$ cat src/rtl/conv_ctrl_pkg.sv
// Shared widths and FSM state encodings for the convolution frame controller.
package conv_ctrl_pkg;

  localparam int unsigned WORD_W     = 64;
  localparam int unsigned FRAMECNT_W = 16;

  typedef enum logic [1:0] {
    IN_IDLE,
    IN_FEED,
    IN_FLUSH,
    IN_WAIT
  } in_state_t;

  typedef enum logic [1:0] {
    OUT_IDLE,
    OUT_SKIP,
    OUT_PASS,
    OUT_TAIL
  } out_state_t;

endpackage

$ cat src/rtl/conv_ctrl_watchdog.sv
// Idle-cycle watchdog: counts busy cycles with no stream activity and raises a
// one-cycle expire strobe plus a sticky error flag on reaching the limit.
module conv_ctrl_watchdog #(
  parameter int unsigned TIMEOUT_CYCLES = 4096
) (
  input  logic clk,
  input  logic rst,
  input  logic busy_i,
  input  logic activity_i,
  output logic expire_c_o,
  output logic err_o
);

  localparam int unsigned IDLE_W = $clog2(TIMEOUT_CYCLES + 1);
  localparam logic [IDLE_W-1:0] IDLE_LAST = IDLE_W'(TIMEOUT_CYCLES - 1);

  logic [IDLE_W-1:0] idle_q, idle_d;
  logic              err_q, err_d;

  // Expire fires on the cycle that would make the idle run TIMEOUT_CYCLES long.
  always_comb begin
    idle_d     = idle_q;
    err_d      = err_q;
    expire_c_o = 1'b0;
    if (!busy_i || activity_i) begin
      idle_d = '0;
    end else if (idle_q == IDLE_LAST) begin
      idle_d     = '0;
      expire_c_o = 1'b1;
      err_d      = 1'b1;
    end else begin
      idle_d = idle_q + IDLE_W'(1);
    end
  end

  always_ff @(posedge clk or posedge rst) begin
    if (rst) begin
      idle_q <= '0;
      err_q  <= 1'b0;
    end else begin
      idle_q <= idle_d;
      err_q  <= err_d;
    end
  end

  assign err_o = err_q;

endmodule

$ cat src/rtl/conv_frame_ctrl.sv
// Frame sequencer around the serializer/convolution/deserializer pipeline.
// Optional watchdog enabled by defining CONV_FRAME_CTRL_TIMEOUT_EN.
module conv_frame_ctrl
  import conv_ctrl_pkg::*;
#(
  parameter int unsigned FRAME_WORDS    = 1024,
  parameter int unsigned FLUSH_WORDS    = 4,
  parameter int unsigned DROP_WORDS     = 4,
  parameter int unsigned TIMEOUT_CYCLES = 4096
) (
  input  logic                  clk,
  input  logic                  rst,
  input  logic                  start,
  output logic                  busy,
  output logic                  done,
  output logic [FRAMECNT_W-1:0] frames_done,
  output logic                  err,
  input  logic [WORD_W-1:0]     s_data,
  input  logic                  s_valid,
  output logic                  s_ready,
  output logic [WORD_W-1:0]     p_data,
  output logic                  p_valid,
  input  logic                  p_ready,
  input  logic [WORD_W-1:0]     q_data,
  input  logic                  q_valid,
  output logic                  q_ready,
  output logic [WORD_W-1:0]     m_data,
  output logic                  m_valid,
  input  logic                  m_ready
);

  localparam int unsigned CNT_W      = $clog2(FRAME_WORDS + FLUSH_WORDS + 1);
  localparam int unsigned TAIL_WORDS = FLUSH_WORDS - DROP_WORDS;
  localparam logic [CNT_W-1:0] FRAME_LAST = CNT_W'(FRAME_WORDS - 1);
  localparam logic [CNT_W-1:0] FLUSH_LAST = CNT_W'(FLUSH_WORDS - 1);
  localparam logic [CNT_W-1:0] DROP_LAST  = CNT_W'(DROP_WORDS - 1);
  localparam logic [CNT_W-1:0] TAIL_LAST  = CNT_W'(TAIL_WORDS - 1);

  // Reject parameter sets the sequencing cannot honour.
  if (FRAME_WORDS < 1) begin : g_chk_frame
    $error("conv_frame_ctrl: FRAME_WORDS must be at least 1");
  end
  if (DROP_WORDS > FLUSH_WORDS) begin : g_chk_drop
    $error("conv_frame_ctrl: DROP_WORDS must not exceed FLUSH_WORDS");
  end
  if (TIMEOUT_CYCLES < 1) begin : g_chk_timeout
    $error("conv_frame_ctrl: TIMEOUT_CYCLES must be at least 1");
  end

  in_state_t              in_state_q, in_state_d;
  out_state_t             out_state_q, out_state_d;
  logic [CNT_W-1:0]       in_cnt_q, in_cnt_d;
  logic [CNT_W-1:0]       out_cnt_q, out_cnt_d;
  logic                   busy_q, busy_d;
  logic                   done_q, done_d;
  logic [FRAMECNT_W-1:0]  frames_q, frames_d;
  logic                   complete_c;
  logic                   abort_c;
  logic                   p_hs_c;
  logic                   q_hs_c;
  logic                   activity_c;

  // Handshakes derived from state and inputs only, keeping the watchdog loop-free.
  assign p_hs_c = ((in_state_q == IN_FEED) && s_valid && p_ready) ||
                  ((in_state_q == IN_FLUSH) && p_ready);
  assign q_hs_c = q_valid &&
                  ((out_state_q == OUT_SKIP) || (out_state_q == OUT_TAIL) ||
                   ((out_state_q == OUT_PASS) && m_ready));
  assign activity_c = p_hs_c || q_hs_c;

`ifdef CONV_FRAME_CTRL_TIMEOUT_EN
  conv_ctrl_watchdog #(
    .TIMEOUT_CYCLES(TIMEOUT_CYCLES)
  ) u_watchdog (
    .clk       (clk),
    .rst       (rst),
    .busy_i    (busy_q),
    .activity_i(activity_c),
    .expire_c_o(abort_c),
    .err_o     (err)
  );
`else
  assign abort_c = 1'b0;
  assign err     = 1'b0;
`endif

  // Zero-latency stream steering selected by the two FSM states.
  always_comb begin
    s_ready = 1'b0;
    p_valid = 1'b0;
    p_data  = '0;
    q_ready = 1'b0;
    m_valid = 1'b0;
    m_data  = '0;
    case (in_state_q)
      IN_FEED: begin
        p_data  = s_data;
        p_valid = s_valid;
        s_ready = p_ready;
      end
      IN_FLUSH: p_valid = 1'b1;
      default: ;
    endcase
    case (out_state_q)
      OUT_SKIP, OUT_TAIL: q_ready = 1'b1;
      OUT_PASS: begin
        m_data  = q_data;
        m_valid = q_valid;
        q_ready = m_ready;
      end
      default: ;
    endcase
  end

  // Next-state logic for both FSMs, frame completion and watchdog abort.
  always_comb begin
    in_state_d  = in_state_q;
    out_state_d = out_state_q;
    in_cnt_d    = in_cnt_q;
    out_cnt_d   = out_cnt_q;
    busy_d      = busy_q;
    done_d      = 1'b0;
    frames_d    = frames_q;
    complete_c  = 1'b0;

    case (in_state_q)
      IN_IDLE: begin
        if (start) begin
          in_state_d  = IN_FEED;
          in_cnt_d    = '0;
          out_cnt_d   = '0;
          busy_d      = 1'b1;
          out_state_d = (DROP_WORDS == 0) ? OUT_PASS : OUT_SKIP;
        end
      end
      IN_FEED: begin
        if (p_hs_c) begin
          if (in_cnt_q == FRAME_LAST) begin
            in_cnt_d   = '0;
            in_state_d = (FLUSH_WORDS == 0) ? IN_WAIT : IN_FLUSH;
          end else begin
            in_cnt_d = in_cnt_q + CNT_W'(1);
          end
        end
      end
      IN_FLUSH: begin
        if (p_hs_c) begin
          if (in_cnt_q == FLUSH_LAST) begin
            in_cnt_d   = '0;
            in_state_d = IN_WAIT;
          end else begin
            in_cnt_d = in_cnt_q + CNT_W'(1);
          end
        end
      end
      default: ;
    endcase

    case (out_state_q)
      OUT_SKIP: begin
        if (q_hs_c) begin
          if (out_cnt_q == DROP_LAST) begin
            out_cnt_d   = '0;
            out_state_d = OUT_PASS;
          end else begin
            out_cnt_d = out_cnt_q + CNT_W'(1);
          end
        end
      end
      OUT_PASS: begin
        if (q_hs_c) begin
          if (out_cnt_q == FRAME_LAST) begin
            out_cnt_d = '0;
            if (TAIL_WORDS == 0) begin
              complete_c = 1'b1;
            end else begin
              out_state_d = OUT_TAIL;
            end
          end else begin
            out_cnt_d = out_cnt_q + CNT_W'(1);
          end
        end
      end
      OUT_TAIL: begin
        if (q_hs_c) begin
          if (out_cnt_q == TAIL_LAST) begin
            complete_c = 1'b1;
          end else begin
            out_cnt_d = out_cnt_q + CNT_W'(1);
          end
        end
      end
      default: ;
    endcase

    // Completion and abort both return everything to idle; only completion counts.
    if (complete_c || abort_c) begin
      in_state_d  = IN_IDLE;
      out_state_d = OUT_IDLE;
      in_cnt_d    = '0;
      out_cnt_d   = '0;
      busy_d      = 1'b0;
    end
    if (complete_c && !abort_c) begin
      done_d   = 1'b1;
      frames_d = frames_q + FRAMECNT_W'(1);
    end
  end

  always_ff @(posedge clk or posedge rst) begin
    if (rst) begin
      in_state_q  <= IN_IDLE;
      out_state_q <= OUT_IDLE;
      in_cnt_q    <= '0;
      out_cnt_q   <= '0;
      busy_q      <= 1'b0;
      done_q      <= 1'b0;
      frames_q    <= '0;
    end else begin
      in_state_q  <= in_state_d;
      out_state_q <= out_state_d;
      in_cnt_q    <= in_cnt_d;
      out_cnt_q   <= out_cnt_d;
      busy_q      <= busy_d;
      done_q      <= done_d;
      frames_q    <= frames_d;
    end
  end

  assign busy        = busy_q;
  assign done        = done_q;
  assign frames_done = frames_q;

endmodule

$ cat config.mk
export PLATFORM = sky130hd
export DESIGN_NAME = conv_frame_ctrl
export DESIGN_NICKNAME = d
export VERILOG_FILES = /design/src/rtl/conv_ctrl_pkg.sv /design/src/rtl/conv_ctrl_watchdog.sv /design/src/rtl/conv_frame_ctrl.sv
export SDC_FILE = /design/constraint.sdc
export NUM_CORES = 1
export LEC_CHECK = 0
export CAP_MARGIN = 40
export CORE_MARGIN = 5
export CORE_UTILIZATION = 34
export CTS_CLUSTER_DIAMETER = 50
export CTS_CLUSTER_SIZE = 25
export DETAILED_ROUTE_END_ITERATION = 10
export PLACE_DENSITY = 0.87
export SLEW_MARGIN = 20
export SYNTH_ARGS = -nofsm -noshare
export SYNTH_HDL_FRONTEND = slang
export SYNTH_SLANG_ARGS = --single-unit
$ cat constraint.sdc
create_clock -name clk -period 2.3 [get_ports clk]
set_input_delay 0.46 -clock clk [delete_from_list [all_inputs] [get_ports clk]]
set_output_delay 0.46 -clock clk [all_outputs]
set_load 0.05 [all_outputs]
==> results of run 1 <==
-- critical path: cells and delay by family, from the launching register on --
family | cells | cell delay [ns]
compound gates | 1 | 0.22
simple gates | 3 | 1.11
mux | 1 | 0.27
flops | 1 | 0.43
fa+ha+maj | 1 | 0.27
-- worst max path at each step --
stage          depth (start not counted)        endpoint  slack, ns     startpoint
2_1_floorplan                          5         p_valid       0.17  in_state_q[1]
3_3_place_gp                           7     in_cnt_q[8]      -0.03        m_ready
3_5_place_dp                           7    out_cnt_q[3]      -0.26        q_valid
4_1_cts                                6  frames_done[9]     0.0002   out_cnt_q[1]
5_1_grt                                6   in_state_q[1]      -0.14    in_cnt_q[0]
6_report                               6   in_state_q[1]      -0.09    in_cnt_q[0]
-- Yosys cell counts (2+ instances only) --
cell / instances
a211oi_2: 2
a21boi_0: 2
a21o_1: 2
a21oi_1: 11
a21oi_4: 2
a221oi_2: 2
a22o_1: 3
a22oi_1: 2
a31oi_1: 2
a41oi_1: 2
and2_1: 136
and3_1: 3
and4_1: 3
buf_2: 7
buf_4: 2
buf_6: 2
clkbuf_1: 16
dfrtp_1: 44
ha_1: 7
inv_1: 8
mux2i_1: 4
nand2_1: 37
nand2b_1: 3
nand3_1: 19
nand3b_1: 4
nand4_1: 9
nand4b_1: 3
nor2_1: 20
nor2b_1: 2
nor3_1: 9
nor3_2: 2
nor3b_1: 3
nor4_1: 3
o211ai_1: 4
o21ai_0: 3
o21ai_1: 8
or3_1: 2
or4_1: 2
xnor2_1: 7
xor2_1: 9
-- kinds of logic after synthesis --
family | after synthesis | synth area share, %
AO/OA/AOI/OAI | 54 | 11.65
XOR/XNOR | 16 | 3.954
adder cells (fa/ha/maj) | 7 | 2.471
buffers and inverters | 36 | 4.694
flip-flops | 44 | 31.06
multiplexers | 5 | 1.447
other | 1 | 0.1058
AND/OR/NAND/NOR | 269 | 44.62
-- power by group --
| part | internal (mW) | total (mW) | leakage [nW] | switching [mW] |
|---|---|---|---|---|
| combinational | 2.72 | 6.14 | 2.78 | 3.42 |
| clock | 0.207 | 0.525 | 0.0400 | 0.317 |
| sequential | 0.856 | 0.994 | 0.593 | 0.138 |
| total | 3.78 | 7.66 | 3.41 | 3.88 |
-- cell type report --
| class | instances | share of cell area, % |
|---|---|---|
| clock buffer | 5 | 0.8447 |
| inverter | 9 | 0.4147 |
| tap | 136 | 2.089 |
| antenna | 5 | 0.1536 |
| clock inverter | 2 | 0.1536 |
| sequential | 44 | 13.53 |
| timing repair buffer | 307 | 53.95 |
| multi-input combinational | 353 | 28.86 |
-- state kept, by name (all words and copies together) (netlist names) --
| signal | count |
|---|---|
| in_cnt_q | 11 |
| busy | 1 |
| out_cnt_q | 11 |
| frames_done | 16 |
| done | 1 |
| in_state_q | 2 |
| out_state_q | 2 |
-- through the flow --
step | setup slack, ns | instance area (um2) | utilization, % | TNS [ns] | total power [mW]
after floorplan | 0.1729 | 3545 | - | 0 | 3.897
after global placement | -0.02643 | 7889 | 77.11 | -0.04843 | 6.593
after detailed placement | -0.2644 | 7889 | 77.11 | -2.086 | 6.737
after CTS | 0.0001958 | 7988 | 78.07 | 0 | 7.256
after global routing | -0.1450 | 8147 | 79.63 | -0.3270 | 7.868
final | -0.08587 | 8147 | 79.63 | -0.1257 | 7.663
-- metal layers --
| metal | vias to the layer above | share of wire [%] | track usage [%] |
|---|---|---|---|
| met1 | 2380 | 32 | 32.41 |
| li1 | 2047 | - | - |
| met3 | 191 | 9.1 | 6.954 |
| met2 | 503 | 50 | 56.62 |
| met5 | - | 0 | 0 |
| met4 | 0 | 9.1 | 10.42 |
-- what timing repair did --
action / in CTS / in global routing
gates cloned: 0 / 2
resized for setup: 4 / 9
pin swaps: 0 / 2
endpoints found under the setup margin: 11 / 63
buffers inserted: 0 / 5
==> run metrics, run 1 <==
overflow left after global routing=0; Max Cap Violations=0; Synth cell types=61; Filler Cells Inserted=479; input/output buffers=284; R2R Path Start=in_cnt_q[0]; Tmin final=2.386 ns; CTS Sinks=44; slowest cell on the critical path=nor4_1; Mapped Cells=432; r2r worst-path depth=6; TritonCTS Buffers=5; Tcrit/Tclk final=103.7%; core area=0.01023 mm2; GRT Overall Usage=29.93%; commonest cells after routing, fill and taps aside=clkdlybuf4s50_1, and2_1, buf_12, dfrtp_1, nand2_1; Die ar.=0.01257 mm2; type of the worst min-delay path=reg2reg; final setup skew=0.01867 ns; post-synth net total=574; DR DRC count=0; nets=862; ys async rst share=100.0%; Hold Startpoint=frames_done[8]; initial antenna violation count=4; Synth area leaders=dfrtp_1, and2_1, nand2_1, nand3_1, ha_1; CP Capture Type=register; hold slack=0.5298 ns; EDFF count, synth=0; measured slew at the worst slew-check pin=0.6642 ns; site row count=37; Synth area leader=dfrtp_1; critical path class=reg2reg; reg2reg end=in_state_q[1]; Initial Util=34.65%; Main synth FF type=dfrtp_1; commonest non-fill, non-tap cell in the layout=clkdlybuf4s50_1; Max-slew headroom=55.31%; vias in the first global route=4634; area of the mapped netlist=0.003545 mm2; largest net degree at the start of global routing=69; yosys warns=0; drt via density=5.948; crit path max fanout=13; Layout Cells excl Fill=861; area grow syn2layout=129.8%; peak supply drop=0.0006734 V; wire per inst=27.55 um; Root Buffer=clkbuf_8; Final Hold Fails=0; fmax=419.1 MHz; startpoint types=register; Vias=5121; Pwr Density=940.6 mW/mm2; CP peak stage delay=0.63 ns; Yosys top cell area share=31.06%; die height=112.1 um; Clock Tree Buf Depth=2; area of the multi-input gates=0.002351 mm2; Clock transition at path regs=0.11 ns; WP data arrival=2.61 ns; Req. time, crit path=2.52 ns; failing checks=setup timing; # H-tree levels=2; register area=0.001102 mm2; TritonRoute pass-1 iters=6; placed insts=842; final worst slack=-0.08587 ns; CTS tree=yes; First DRT Iteration DRCs=828; hold endpoint=frames_done[8]; clk_lat worst skew=0.32 ns; io pins=286; Die X=112.1 um; Final ANT Viol Nets=0; Pleak=3.408 nW; Yosys reg bits=44; drt total wl=23720 um; Worst Hold Depth=1; post-synthesis sequential area ratio=31.06%; Final GP Congestion=1.016; cts hold-fix bufs=0; status=finished with violations; Syn Area/Cell=8.205 um2; hpwl dp=16640 um; fin. max-slew vios=0; global-route wire length before repair=29240 um; r2r setup slk=-0.09 ns; count of final setup violators=2; crit-path cells=ha_1 > nand4_1 > nor4_1 > o21ai_4 > nor2_1 > mux2i_1; layout cell share with drive strength beyond 1=26.39%
Power figures use the tool's default switching activity.
==> run 2: changes to the inputs <==
--- a/config.mk
+++ b/config.mk
@@ -12,6 +12,7 @@
 export CTS_CLUSTER_SIZE = 25
 export DETAILED_ROUTE_END_ITERATION = 10
 export PLACE_DENSITY = 0.87
+export SKIP_CTS_REPAIR_TIMING = 1
 export SLEW_MARGIN = 20
 export SYNTH_ARGS = -nofsm -noshare
 export SYNTH_HDL_FRONTEND = slang
==> constraint.sdc (replaced) <==
create_clock -name clk -period 2.3 [get_ports clk]
set_input_delay 0.345 -clock clk [delete_from_list [all_inputs] [get_ports clk]]
set_output_delay 0.345 -clock clk [all_outputs]
set_load 0.05 [all_outputs]
==> run 2 against run 1 <==
  * The flow still finishes with violations (setup timing)
  * Worst hold slack got worse by 0.011 ns
  * Via count decreased by 7.3%
  * Global-route usage grew 0.67 points
  * Sequential power is essentially flat
  * Sequential share of layout area is 0.12 points higher
  * Critical path depth increased by 1
  * Cell count is 1.2% lower
  * Register-to-register slack got worse by 0.02 ns
  * Clock-buffer cell count is the same
  * Total power increased by 0.19%
  * Cell area down 0.98%
  * Critical path type unchanged
  * Critical endpoint is now in_cnt_q[10]
  * Largest power group unchanged
  * Highest routed layer is now met5
==> run metrics, run 2 (synthesized netlist as in run 1, its figures left out) <==
status=finished with violations (unchanged); failing checks=setup timing (unchanged); Tmin final=2.409 ns (was 2.386 ns); fin. max-slew vios=0 (unchanged); crit path max fanout=9 (was 13); Net Sw Frac=49.80% (was 50.63%); reg2reg end=in_cnt_q[10] (was in_state_q[1]); clk_lat worst skew=0.33 ns (was 0.32 ns); Clock transition at path regs=0.12 ns (was 0.11 ns); core area=0.01023 mm2 (unchanged); DR DRC count=0 (unchanged); CP Capture Type=register (unchanged); Clock Power Share=8.7% (was 6.8%); type of the worst min-delay path=reg2reg (unchanged); Initial Util=34.65% (unchanged); largest net degree at the start of global routing=66 (was 69); GRT Overall Usage=30.59% (was 29.93%); CTS Sinks=44 (unchanged); measured slew at the worst slew-check pin=0.5989 ns (was 0.6642 ns); Final TNS setup=-0.2355 ns (was -0.1257 ns); hold endpoint=frames_done[8] (unchanged); Worst Hold Depth=1 (unchanged); final worst slack=-0.1087 ns (was -0.08587 ns); First DRT Iteration DRCs=632 (was 828); initial antenna violation count=2 (was 4); commonest cells after routing, fill and taps aside=clkdlybuf4s50_1, buf_12, and2_1, dfrtp_1, nand2_1 (was clkdlybuf4s50_1, and2_1, buf_12, dfrtp_1, nand2_1); CTS tree=yes (unchanged); critical path class=reg2reg (unchanged); hpwl dp=16880 um (was 16640 um); commonest non-fill, non-tap cell in the layout=clkdlybuf4s50_1 (unchanged); input/output buffers=284 (unchanged); startpoint types=register (unchanged); area of the multi-input gates=0.002315 mm2 (was 0.002351 mm2); Die X=112.1 um (unchanged); r2r setup slk=-0.11 ns (was -0.09 ns); Pleak=3.386 nW (was 3.408 nW); Vias=4747 (was 5121); R2R Path Start=in_cnt_q[0] (unchanged); Int Pwr=3.854 mW (was 3.783 mW); max FFs per register=16 (unchanged); fmax=415.2 MHz (was 419.1 MHz); die height=112.1 um (unchanged); TritonCTS Buffers=5 (unchanged); Final GP Congestion=1.014 (was 1.016); wire per inst=26.00 um (was 27.55 um); Clock Tree Buf Depth=2 (unchanged); peak supply drop=0.0007296 V (was 0.0006734 V); vias in the first global route=4713 (was 4634); WP data arrival=2.58 ns (was 2.61 ns); drt via density=5.578 (was 5.948); final setup skew=0.02342 ns (was 0.01867 ns); Req. time, crit path=2.47 ns (was 2.52 ns); global-route wire length before repair=29790 um (was 29240 um); r2r worst-path depth=7 (was 6); P_sw=3.823 mW (was 3.880 mW); drt total wl=22120 um (was 23720 um); Final Hold Fails=0 (unchanged); Crit. Startpoint=in_cnt_q[0] (unchanged); Tcrit/Tclk final=104.7% (was 103.7%); count of final setup violators=4 (was 2); nets=855 (was 862); Layout Cells excl Fill=851 (was 861); Filler Cells Inserted=480 (was 479); site row count=37 (unchanged); sequential power share=13.0% (about the same); TritonRoute pass-1 iters=5 (was 6); register area=0.001101 mm2 (was 0.001102 mm2); combinational power share=78.3% (was 80.2%); Final ANT Viol Nets=0 (unchanged); Root Buffer=clkbuf_8 (unchanged); Max-slew headroom=60.07% (was 55.31%); io pins=286 (unchanged); layout cell share with drive strength beyond 1=25.63% (was 26.39%); placed insts=836 (was 842); overflow left after global routing=0 (unchanged); Max Cap Violations=0 (unchanged); Hold Startpoint=frames_done[8] (unchanged); # H-tree levels=2 (unchanged); area grow syn2layout=127.6% (was 129.8%); Die ar.=0.01257 mm2 (unchanged); Pwr Density=951.8 mW/mm2 (was 940.6 mW/mm2)
[run 2: critical path, cell delays in order, from the launching register on]
cell and delay, ns:
dfrtp_1 0.41, ha_1 0.27, nand4_1 0.21, nor4_1 0.49, o21ai_1 0.25, buf_4 0.24
a22oi_1 0.23, o21ai_1 0.17
[run 2: worst max-delay path by stage]
stage                        end  depth (start not counted)
detailed placement   in_cnt_q[5]                          7
global route        in_cnt_q[10]                          7
CTS                  in_cnt_q[5]                          7
floorplan                p_valid                          5
finish              in_cnt_q[10]                          7
global placement     in_cnt_q[8]                          7
[run 2: cell type report]
cell class	instances	share of cell area, %
sequential	44	13.65
multi-input combinational	352	28.70
timing repair buffer	301	53.67
tap	136	2.110
clock buffer	5	0.8531
clock inverter	3	0.5739
antenna	1	0.03102
inverter	9	0.4188
[run 2: per-layer routing]
metal	GRT usage, %	part of all wire, %	up-vias
met1	31.78	33	2197
li1	-	-	2028
met3	8.356	8.6	108
met2	57.77	52	412
met4	12.26	6.4	2
met5	0	0.059	-
[run 2: power by group through the flow]
stage | Clock [mW] | Sequential [mW] | Combinational [mW]
finish | 0.667 | 0.996 | 6.01
detailed placement | 0 | 0.992 | 5.72
global placement | 0 | 0.981 | 5.58
CTS | 0.637 | 0.981 | 5.76
global route | 0.695 | 1.01 | 6.19
floorplan | 0 | 0.922 | 2.97
[run 2: per-stage QoR]
stage	utilization [%]	total power [mW]	area [um2]	setup WS [ns]	hold slack [ns]
5_1_grt	78.84	7.896	8066	-0.2917	0.5534
3_3_place_gp	76.67	6.562	7844	0.06775	0.4657
4_1_cts	77.79	7.378	7959	-0.2432	0.5081
3_5_place_dp	76.67	6.714	7844	-0.1522	0.4930
6_report	78.84	7.678	8066	-0.1087	0.5184
2_1_floorplan	-	3.897	3545	0.2879	0.4717
